<file path="src/rtl/bp_table_ctrl.sv">
// Port sequencer for the branch-predictor 2-bit counter table: init clear, lookup/update arbitration, RMW.
// Optional statistics counters are enabled with `define BP_CTRL_STATS_EN.
module bp_table_ctrl #(
    parameter int TAG_W      = 8,
    parameter int FIFO_DEPTH = 4,
    parameter int STARVE_MAX = 4
) (
    input  logic             clk,
    input  logic             rst,
    input  logic             rdy,
    input  logic             in_fetch_valid,
    input  logic [TAG_W-1:0] in_fetch_tag,
    output logic             out_fetch_ready,
    output logic             out_fetch_resp_valid,
    output logic             out_fetch_jump,
    input  logic             in_rob_bp_ce,
    input  logic [TAG_W-1:0] in_rob_tag,
    input  logic             in_rob_jump,
    output logic             out_rob_bp_full,
    output logic [TAG_W-1:0] out_tbl_addr,
    output logic             out_tbl_we,
    output logic [1:0]       out_tbl_wdata,
    input  logic [1:0]       in_tbl_rdata
`ifdef BP_CTRL_STATS_EN
    ,
    output logic [31:0]      out_stat_lookups,
    output logic [31:0]      out_stat_updates,
    output logic [31:0]      out_stat_drops
`endif
);

    localparam int PW = $clog2(FIFO_DEPTH);
    localparam int SW = $clog2(STARVE_MAX + 1);
    localparam logic [SW-1:0] SMAX = SW'(STARVE_MAX);

    typedef enum logic [1:0] {INIT, IDLE, UPD_WR} state_e;

    state_e           state_q, state_d;
    logic [TAG_W-1:0] init_q, init_d;
    logic [SW-1:0]    starve_q, starve_d;
    logic             resp_q, resp_d;

    logic [TAG_W-1:0]      tag_mem_q [FIFO_DEPTH];
    logic [FIFO_DEPTH-1:0] jmp_mem_q;
    logic [PW:0]           wr_ptr_q, rd_ptr_q;

    logic             fifo_empty, fifo_full;
    logic             push, pop;
    logic             update_sel, fetch_grant;
    logic [TAG_W-1:0] head_tag;
    logic             head_jmp;
    logic [1:0]       upd_wdata;

    assign fifo_empty = (wr_ptr_q == rd_ptr_q);
    assign fifo_full  = (wr_ptr_q[PW] != rd_ptr_q[PW]) &&
                        (wr_ptr_q[PW-1:0] == rd_ptr_q[PW-1:0]);
    assign push       = rdy && in_rob_bp_ce && !fifo_full;
    assign head_tag   = tag_mem_q[rd_ptr_q[PW-1:0]];
    assign head_jmp   = jmp_mem_q[rd_ptr_q[PW-1:0]];

    assign update_sel = !fifo_empty &&
                        (fifo_full || starve_q == SMAX || !in_fetch_valid);

    always_comb begin
        if (head_jmp)
            upd_wdata = (in_tbl_rdata == 2'b11) ? 2'b11 : in_tbl_rdata + 2'b01;
        else
            upd_wdata = (in_tbl_rdata == 2'b00) ? 2'b00 : in_tbl_rdata - 2'b01;
    end

    assign out_rob_bp_full      = fifo_full;
    assign out_fetch_resp_valid = resp_q;
    assign out_fetch_jump       = resp_q & in_tbl_rdata[1];

    // Address is kept steady while rdy is low so the RAM keeps re-reading
    // the same entry and the stalled RMW still sees the right value.
    always_comb begin
        state_d         = state_q;
        init_d          = init_q;
        starve_d        = starve_q;
        resp_d          = resp_q;
        pop             = 1'b0;
        fetch_grant     = 1'b0;
        out_fetch_ready = 1'b0;
        out_tbl_addr    = '0;
        out_tbl_we      = 1'b0;
        out_tbl_wdata   = 2'b00;
        if (!rst) begin
            if (rdy)
                resp_d = 1'b0;
            unique case (state_q)
                INIT: begin
                    out_tbl_addr  = init_q;
                    out_tbl_wdata = 2'b01;
                    out_tbl_we    = rdy;
                    if (rdy) begin
                        init_d = init_q + 1'b1;
                        if (&init_q)
                            state_d = IDLE;
                    end
                end
                IDLE: begin
                    if (update_sel) begin
                        out_tbl_addr = head_tag;
                        if (rdy) begin
                            state_d  = UPD_WR;
                            starve_d = '0;
                        end
                    end else begin
                        out_fetch_ready = rdy;
                        if (in_fetch_valid)
                            out_tbl_addr = in_fetch_tag;
                        fetch_grant = rdy && in_fetch_valid;
                        if (fetch_grant)
                            resp_d = 1'b1;
                        if (rdy) begin
                            if (fifo_empty)
                                starve_d = '0;
                            else if (fetch_grant && starve_q != SMAX)
                                starve_d = starve_q + 1'b1;
                        end
                    end
                end
                UPD_WR: begin
                    out_tbl_addr  = head_tag;
                    out_tbl_wdata = upd_wdata;
                    out_tbl_we    = rdy;
                    if (rdy) begin
                        pop     = 1'b1;
                        state_d = IDLE;
                    end
                end
                default: state_d = INIT;
            endcase
        end
    end

    always_ff @(posedge clk) begin
        if (rst) begin
            state_q  <= INIT;
            init_q   <= '0;
            starve_q <= '0;
            resp_q   <= 1'b0;
            wr_ptr_q <= '0;
            rd_ptr_q <= '0;
        end else begin
            state_q  <= state_d;
            init_q   <= init_d;
            starve_q <= starve_d;
            resp_q   <= resp_d;
            if (push)
                wr_ptr_q <= wr_ptr_q + 1'b1;
            if (pop)
                rd_ptr_q <= rd_ptr_q + 1'b1;
        end
    end

    always_ff @(posedge clk) begin
        if (!rst && push) begin
            tag_mem_q[wr_ptr_q[PW-1:0]] <= in_rob_tag;
            jmp_mem_q[wr_ptr_q[PW-1:0]] <= in_rob_jump;
        end
    end

`ifdef BP_CTRL_STATS_EN
    logic        drop;
    logic [31:0] lookups_q, updates_q, drops_q;

    assign drop = rdy && in_rob_bp_ce && fifo_full;

    always_ff @(posedge clk) begin
        if (rst) begin
            lookups_q <= '0;
            updates_q <= '0;
            drops_q   <= '0;
        end else begin
            if (fetch_grant)
                lookups_q <= lookups_q + 32'd1;
            if (pop)
                updates_q <= updates_q + 32'd1;
            if (drop)
                drops_q <= drops_q + 32'd1;
        end
    end

    assign out_stat_lookups = lookups_q;
    assign out_stat_updates = updates_q;
    assign out_stat_drops   = drops_q;
`endif

endmodule

</file>
<file path="config.mk">
export PLATFORM = sky130hd
export DESIGN_NAME = bp_table_ctrl
export DESIGN_NICKNAME = d
export VERILOG_FILES = /design/src/rtl/bp_table_ctrl.sv
export SDC_FILE = /design/constraint.sdc
export NUM_CORES = 1
export LEC_CHECK = 0
export ABC_AREA = 1
export BUFFER_PORTS_ARGS = -buffer_cell sky130_fd_sc_hd__buf_2
export CAP_MARGIN = 5
export CORE_MARGIN = 3
export CORE_UTILIZATION = 60
export DETAILED_ROUTE_END_ITERATION = 8
export GPL_ROUTABILITY_DRIVEN = 0
export PLACE_DENSITY = 0.83
export SLEW_MARGIN = 25
export SYNTH_ARGS = -nofsm -noshare
export SYNTH_HDL_FRONTEND = slang
export SYNTH_SLANG_ARGS = --single-unit
</file>
<file path="constraint.sdc">
create_clock -name clk -period 4.8 [get_ports clk]
set_clock_uncertainty 0.15 [all_clocks]
set_input_delay 0.96 -clock clk [delete_from_list [all_inputs] [get_ports clk]]
set_output_delay 0.96 -clock clk [all_outputs]
set_load 0.02 [all_outputs]
</file>
==> results.py, run 1 <==
metrics = {
    "outcome": {
        "run_status": "finished, final reports clean",
    },
    "synth": {
        "yosysSeqAreaShare_pct": 51.9,
        "yosys_warnings": 0,
        "ys_ff_latch": 58,
        "syn_area_um2": 2930,
        "post_synth_num_cell_types": 26,
        "syn_nets": 380,
        "syn_avg_cell_area_um2": 8.42,
        "postSynthCellCount": 348,
    },
    "worst_setup_path": {
        "critPathArrivalTime_ns": 2.18,
        "critPathMaxFanout": 17,
        "critical_path_required_ns": 3.69,
        "crit_path_end_kind": "output port",
        "start_kind": "register",
        "criticalPathCategory": "reg2out",
    },
    "finish": {
        "synthToLayoutAreaGrowth_pct": 14.5,
        "drive_gt1_share_pct": 17.8,
        "num-fill-cells": 332,
        "n_antenna_cell": 0,
        "nNetsFinal": 420,
        "final_cell_mix": "nand2_1 (97), inv_1 (41), nand3_1 (39)",
        "mostFrequentLayoutCell": "nand2_1",
        "stdcell_count": 458,
    },
    "grt": {
        "grt_first_pass_wirelength_mm": 10.3,
        "grt_pass1_vias": 2314,
        "grt_overflow": 0,
        "grt_max_degree": 19,
        "antenna_found_initial": 0,
        "grtUsageTotal_pct": 24.6,
    },
    "clocking": {
        "clk_pin_slew_ns": 0.06,
        "cts.sinks": 58,
        "clkLatencyLatePin_ns": 0.34,
        "cts_tree": "built",
        "htree_num_levels": 3,
        "cts_made_buffers": 9,
        "post_cts_buffers": 0,
        "ctsResizeCount": 0,
        "clock_path_buffers": 2,
        "cts_hold_buf": 0,
        "cts_root_buffer": "clkbuf_8",
    },
    "route": {
        "drc": 0,
        "vias": 2483,
        "final_antenna_net_count": 0,
        "drtPass1Iterations": 5,
        "first_iter_violations": 233,
        "viasPerCell": 5.42,
        "wl_per_cell_um": 14.1,
        "drt-total-wl_mm": 6.47,
    },
    "floorplan": {
        "die_w_um": 75.9,
        "boundaryPins": 39,
        "start_util_pct": 64.6,
        "die_y_um": 75.9,
        "die-area_um2": 5760,
        "rows": 24,
        "design.core.area_um2": 4530,
    },
    "timing": {
        "fin_crit_sh_pct": 68.4,
        "clock.fmax_mhz": 304,
        "fin_crit_ns": 3.29,
        "fin_setup_tns_ns": 0,
        "relSlewSlack_pct": 39.7,
        "hold_violations": 0,
        "hold_ws_ns": 0.338,
        "setup_violations": 0,
        "rsz0062_at_grt": "no",
        "slew_viol_final": 0,
        "worst_pin_slew_ns": 0.901,
    },
    "worst_hold_path": {
        "hold_class": "reg2reg",
    },
    "placement": {
        "dp_hpwl_mm": 4.33,
        "portBuffers": 38,
        "placed_cells": 442,
    },
    "power": {
        "powerDensity_nw_per_um2": 338,
        "peakVddDrop_v": 0.000272,
        "p_leak_nw": 1.44,
    },
    "run": {
        "maxCapViolations": 0,
    },
}
[final cells by class]
type | count | area, um2 | area share, %
sequential | 58 | 1520 | 45.4
multi-input combinational | 236 | 1170 | 34.9
timing repair buffer | 38 | 190 | 5.67
inverter | 45 | 171 | 5.11
clock buffer | 11 | 141 | 4.21
tap | 65 | 81.3 | 2.42
clock inverter | 5 | 77.6 | 2.31
[per-layer routing]
layer | GRT usage (%) | part of all wire, % | vias to the layer above | wire length [um]
li1 | - | - | 1226 | -
met1 | 31.3 | 44 | 1144 | 2870
met2 | 37.0 | 46 | 89 | 3000
met3 | 6.86 | 5.4 | 24 | 346
met4 | 15.1 | 3.7 | 0 | 242
met5 | 0 | 0 | - | 0
[registers in the layout, indices dropped and copies added, names as in the netlist, named ones only]
signal	count
jmp_mem_q	4
state_q	2
wr_ptr_q	3
init_q	8
starve_q	3
rd_ptr_q	3
tag_mem_q	32
[Yosys cell counts, drive strengths merged]
| library cell | instances | area [um2] |
|---|---|---|
| inv | 45 | 171 |
| o22ai | 6 | 37.5 |
| nand4 | 1 | 6.26 |
| nor2 | 26 | 126 |
| ha | 8 | 100 |
| dfxtp | 22 | 440 |
| nand2 | 105 | 434 |
| clkbuf | 1 | 3.75 |
| xor2 | 2 | 17.5 |
| nor3 | 2 | 10.0 |
| o21ai | 19 | 98.9 |
| edfxtp | 36 | 1080 |
| buf | 8 | 61.3 |
| nand3 | 40 | 205 |
| a21oi | 27 | 135 |
[path summary, 6_finish.rpt]
kind / startpoint / depth (start not counted) / to / slack, ns
worst min register to register: starve_q[1]$_SDFFE_PP0P_ / 2 / starve_q[1]$_SDFFE_PP0P_ / 0.34
worst max register to register: wr_ptr_q[0]$_SDFFE_PP0P_ / 8 / tag_mem_q[2][5]$_DFFE_PP_ / 2.14
worst min-delay path: starve_q[1]$_SDFFE_PP0P_ / 2 / starve_q[1]$_SDFFE_PP0P_ / 0.34
worst max-delay path: register / 9 / out_tbl_addr[0] / 1.51
[worst max-delay path, stage by stage (launching register included)]
cell,delay (ns)
dfxtp_1,0.72
inv_2,0.29
nand2_1,0.12
nand3_1,0.08
nand2_1,0.09
inv_1,0.05
nand2_1,0.06
nand3_1,0.07
a21oi_1,0.17
buf_2,0.19
[cells by family after synthesis]
family / share of synthesized area [%]
buffers and inverters: 8.07
AO/OA/AOI/OAI: 9.27
flip-flops: 51.9
XOR/XNOR: 0.598
adder cells (fa/ha/maj): 3.42
AND/OR/NAND/NOR: 26.7
[report_power, final]
| group | total, mW | switching, mW | leakage (nW) | internal (mW) |
|---|---|---|---|---|
| clock network | 0.500 | 0.195 | 0.111 | 0.305 |
| registers | 0.542 | 0.00522 | 0.503 | 0.537 |
| logic | 0.0907 | 0.0613 | 0.824 | 0.0294 |
| total | 1.13 | 0.261 | 1.44 | 0.871 |
[stage by stage]
step / utilization [%] / instance area [um2] / total power, mW / setup WS [ns]
after floorplan: - / 2930 / 0.611 / 1.79
after global placement: 69.2 / 3140 / 0.639 / 1.60
after detailed placement: 69.2 / 3140 / 0.642 / 1.59
after CTS: 74.0 / 3350 / 1.13 / 1.49
after global routing: 74.0 / 3350 / 1.17 / 1.35
final: 74.0 / 3350 / 1.13 / 1.51
Note: power is estimated with default switching activity, not from simulation.
==> inputs of run 2 (changes only) <==
--- a/config.mk
+++ b/config.mk
@@ -9,10 +9,10 @@
 export BUFFER_PORTS_ARGS = -buffer_cell sky130_fd_sc_hd__buf_2
 export CAP_MARGIN = 5
 export CORE_MARGIN = 3
-export CORE_UTILIZATION = 60
+export CORE_UTILIZATION = 57
 export DETAILED_ROUTE_END_ITERATION = 8
 export GPL_ROUTABILITY_DRIVEN = 0
-export PLACE_DENSITY = 0.83
+export PLACE_DENSITY = 0.79
 export SLEW_MARGIN = 25
 export SYNTH_ARGS = -nofsm -noshare
 export SYNTH_HDL_FRONTEND = slang
==> constraint.sdc (replaced) <==
create_clock -name clk -period 3.2 [get_ports clk]
set_clock_uncertainty 0.15 [all_clocks]
set_input_delay 0.64 -clock clk [delete_from_list [all_inputs] [get_ports clk]]
set_output_delay 0.64 -clock clk [all_outputs]
set_load 0.02 [all_outputs]
==> results.py, run 2 (synthesis results as in run 1) <==
metrics = {
    "outcome": {
        "run_status": "finished, final reports clean",
    },
    "worst_setup_path": {
        "r2r_cells": 9,
        "crit_buf_inv": 2,
        "path_cells": "inv_2 > nor2_1 > nand3_1 > nor2_2 > buf_2",
        "critPathMaxFanout": 11,
        "r2r_setup_slack_ns": 1.06,
        "worst_r2r_startpoint": "wr_ptr_q[0]$_SDFFE_PP0P_",
        "rr_endpoint": "tag_mem_q[2][1]$_DFFE_PP_",
        "crit_path_end_kind": "output port",
        "max_stage_delay_ns": 0.54,
        "cp_top_family": "simple AND/OR/NAND/NOR gates",
        "critical_path_required_ns": 2.41,
        "slowest_stage": "nor2_1",
        "critPathArrivalTime_ns": 1.91,
        "criticalPathCategory": "reg2out",
        "start_kind": "register",
    },
    "floorplan": {
        "design.core.area_um2": 4850,
        "boundaryPins": 39,
        "die_w_um": 77.7,
        "rows": 25,
        "die_y_um": 77.7,
        "die-area_um2": 6030,
        "start_util_pct": 60.4,
    },
    "finish": {
        "num-fill-cells": 398,
        "area.sequential_um2": 1520,
        "nNetsFinal": 426,
        "drive_gt1_share_pct": 19.0,
        "final_cell_mix": "nand2_1 (97), inv_1 (41), nand3_1 (39)",
        "stdcell_count": 466,
        "synthToLayoutAreaGrowth_pct": 15.8,
        "mostFrequentLayoutCell": "nand2_1",
        "largest_reg_flops": 32,
        "multi_input_area_um2": 1170,
        "n_antenna_cell": 0,
    },
    "power": {
        "swShare_pct": 23.3,
        "p_seq_share_pct": 48.6,
        "p_leak_nw": 1.46,
        "power_switching_uw": 390,
        "powerDensity_nw_per_um2": 494,
        "power_mw": 1.67,
        "p_int_mw": 1.28,
        "comb_power_share_pct": 8.3,
        "p_clk_share_pct": 43.2,
        "peakVddDrop_v": 0.000333,
    },
    "route": {
        "vias": 2484,
        "drt-total-wl_mm": 6.58,
        "viasPerCell": 5.33,
        "final_antenna_net_count": 0,
        "first_iter_violations": 201,
        "wl_per_cell_um": 14.1,
        "drtPass1Iterations": 5,
        "drc": 0,
    },
    "clocking": {
        "htree_num_levels": 3,
        "cts.sinks": 58,
        "post_cts_buffers": 0,
        "ctsResizeCount": 0,
        "clk_pin_slew_ns": 0.06,
        "clock_path_buffers": 2,
        "cts_root_buffer": "clkbuf_8",
        "cts_tree": "built",
        "cts_hold_buf": 0,
        "clkLatencyLatePin_ns": 0.33,
        "cts_made_buffers": 9,
    },
    "timing": {
        "rsz0062_at_grt": "no",
        "fin_crit_ns": 2.70,
        "relSlewSlack_pct": 53.8,
        "fin_crit_sh_pct": 84.5,
        "setup_ws_ns": 0.496,
        "hold_violations": 0,
        "setup_violations": 0,
        "clock.fmax_mhz": 370,
        "slew_viol_final": 0,
        "fin_setup_tns_ns": 0,
        "worst_pin_slew_ns": 0.690,
    },
    "worst_hold_path": {
        "min_to": "init_q[7]$_SDFFE_PP0P_",
        "hold_start": "init_q[7]$_SDFFE_PP0P_",
        "hold_class": "reg2reg",
        "holdPathStages": 2,
    },
    "placement": {
        "portBuffers": 38,
        "dp_hpwl_mm": 4.71,
        "placed_cells": 450,
        "place_ws_ns": 0.714,
    },
    "grt": {
        "grt_max_degree": 17,
        "grt_overflow": 0,
        "grt_first_pass_wirelength_mm": 10.7,
        "grtUsageTotal_pct": 23.0,
        "antenna_found_initial": 0,
        "grt_pass1_vias": 2310,
    },
    "run": {
        "maxCapViolations": 0,
    },
}
==> run 2: cell count changes in the layout (fill, tap and decap cells not counted) <==
cell	before	now
clkinv_2	1	2
clkbuf_8	10	9
clkinvlp_4	0	1
buf_4	0	6
clkinv_4	1	0
==> run 2: power by group through the flow <==
stage	registers (mW)	logic [mW]	clock network, mW
after floorplan	0.828	0.0887	0
after CTS	0.813	0.138	0.729
after global routing	0.814	0.154	0.775
final	0.813	0.138	0.723
after detailed placement	0.829	0.136	0
after global placement	0.829	0.134	0
==> run 2: worst max-delay path by stage <==
stage,start,end,slack [ns],cells past startpoint
6_report,state_q[0]$_SDFFE_PP0P_,out_fetch_ready,0.50,5
5_1_grt,register,out_tbl_addr[6],0.28,7
4_1_cts,register,out_tbl_addr[6],0.48,7
3_5_place_dp,in_fetch_valid,out_tbl_addr[4],0.71,8
3_3_place_gp,in_fetch_valid,out_tbl_addr[4],0.76,8
2_1_floorplan,in_fetch_valid,out_tbl_addr[2],0.83,7
==> run 2: worst min-delay path: stages, from the launching register on <==
cell,delay [ns]
dfxtp_1,0.31
inv_1,0.07
a21oi_1,0.06
==> run 2: layer usage <==
metal | share of wire [%] | wire [um] | GRT usage [%]
met1 | 43 | 2800 | 28.6
met5 | 0 | 0 | 0
met3 | 5.5 | 360 | 7.54
met4 | 1.3 | 83 | 7.30
met2 | 51 | 3330 | 37.9
==> run 2: stage by stage <==
step           instance area, um2  hold WS, ns  util (%)
2_1_floorplan                2930        0.292         -
3_3_place_gp                 3180        0.320      65.7
3_5_place_dp                 3180        0.322      65.7
4_1_cts                      3390        0.336      70.0
5_1_grt                      3390        0.349      70.0
6_report                     3390        0.339      70.0
==> run 2: area by class of cell <==
cell class,count,area share (%)
flip-flops and latches,58,44.9
multi-input cells,236,34.5
repair buffers,44,6.93
inverters,45,5.05
clock buffers,10,3.76
well taps,67,2.47
clock inverters,6,2.40
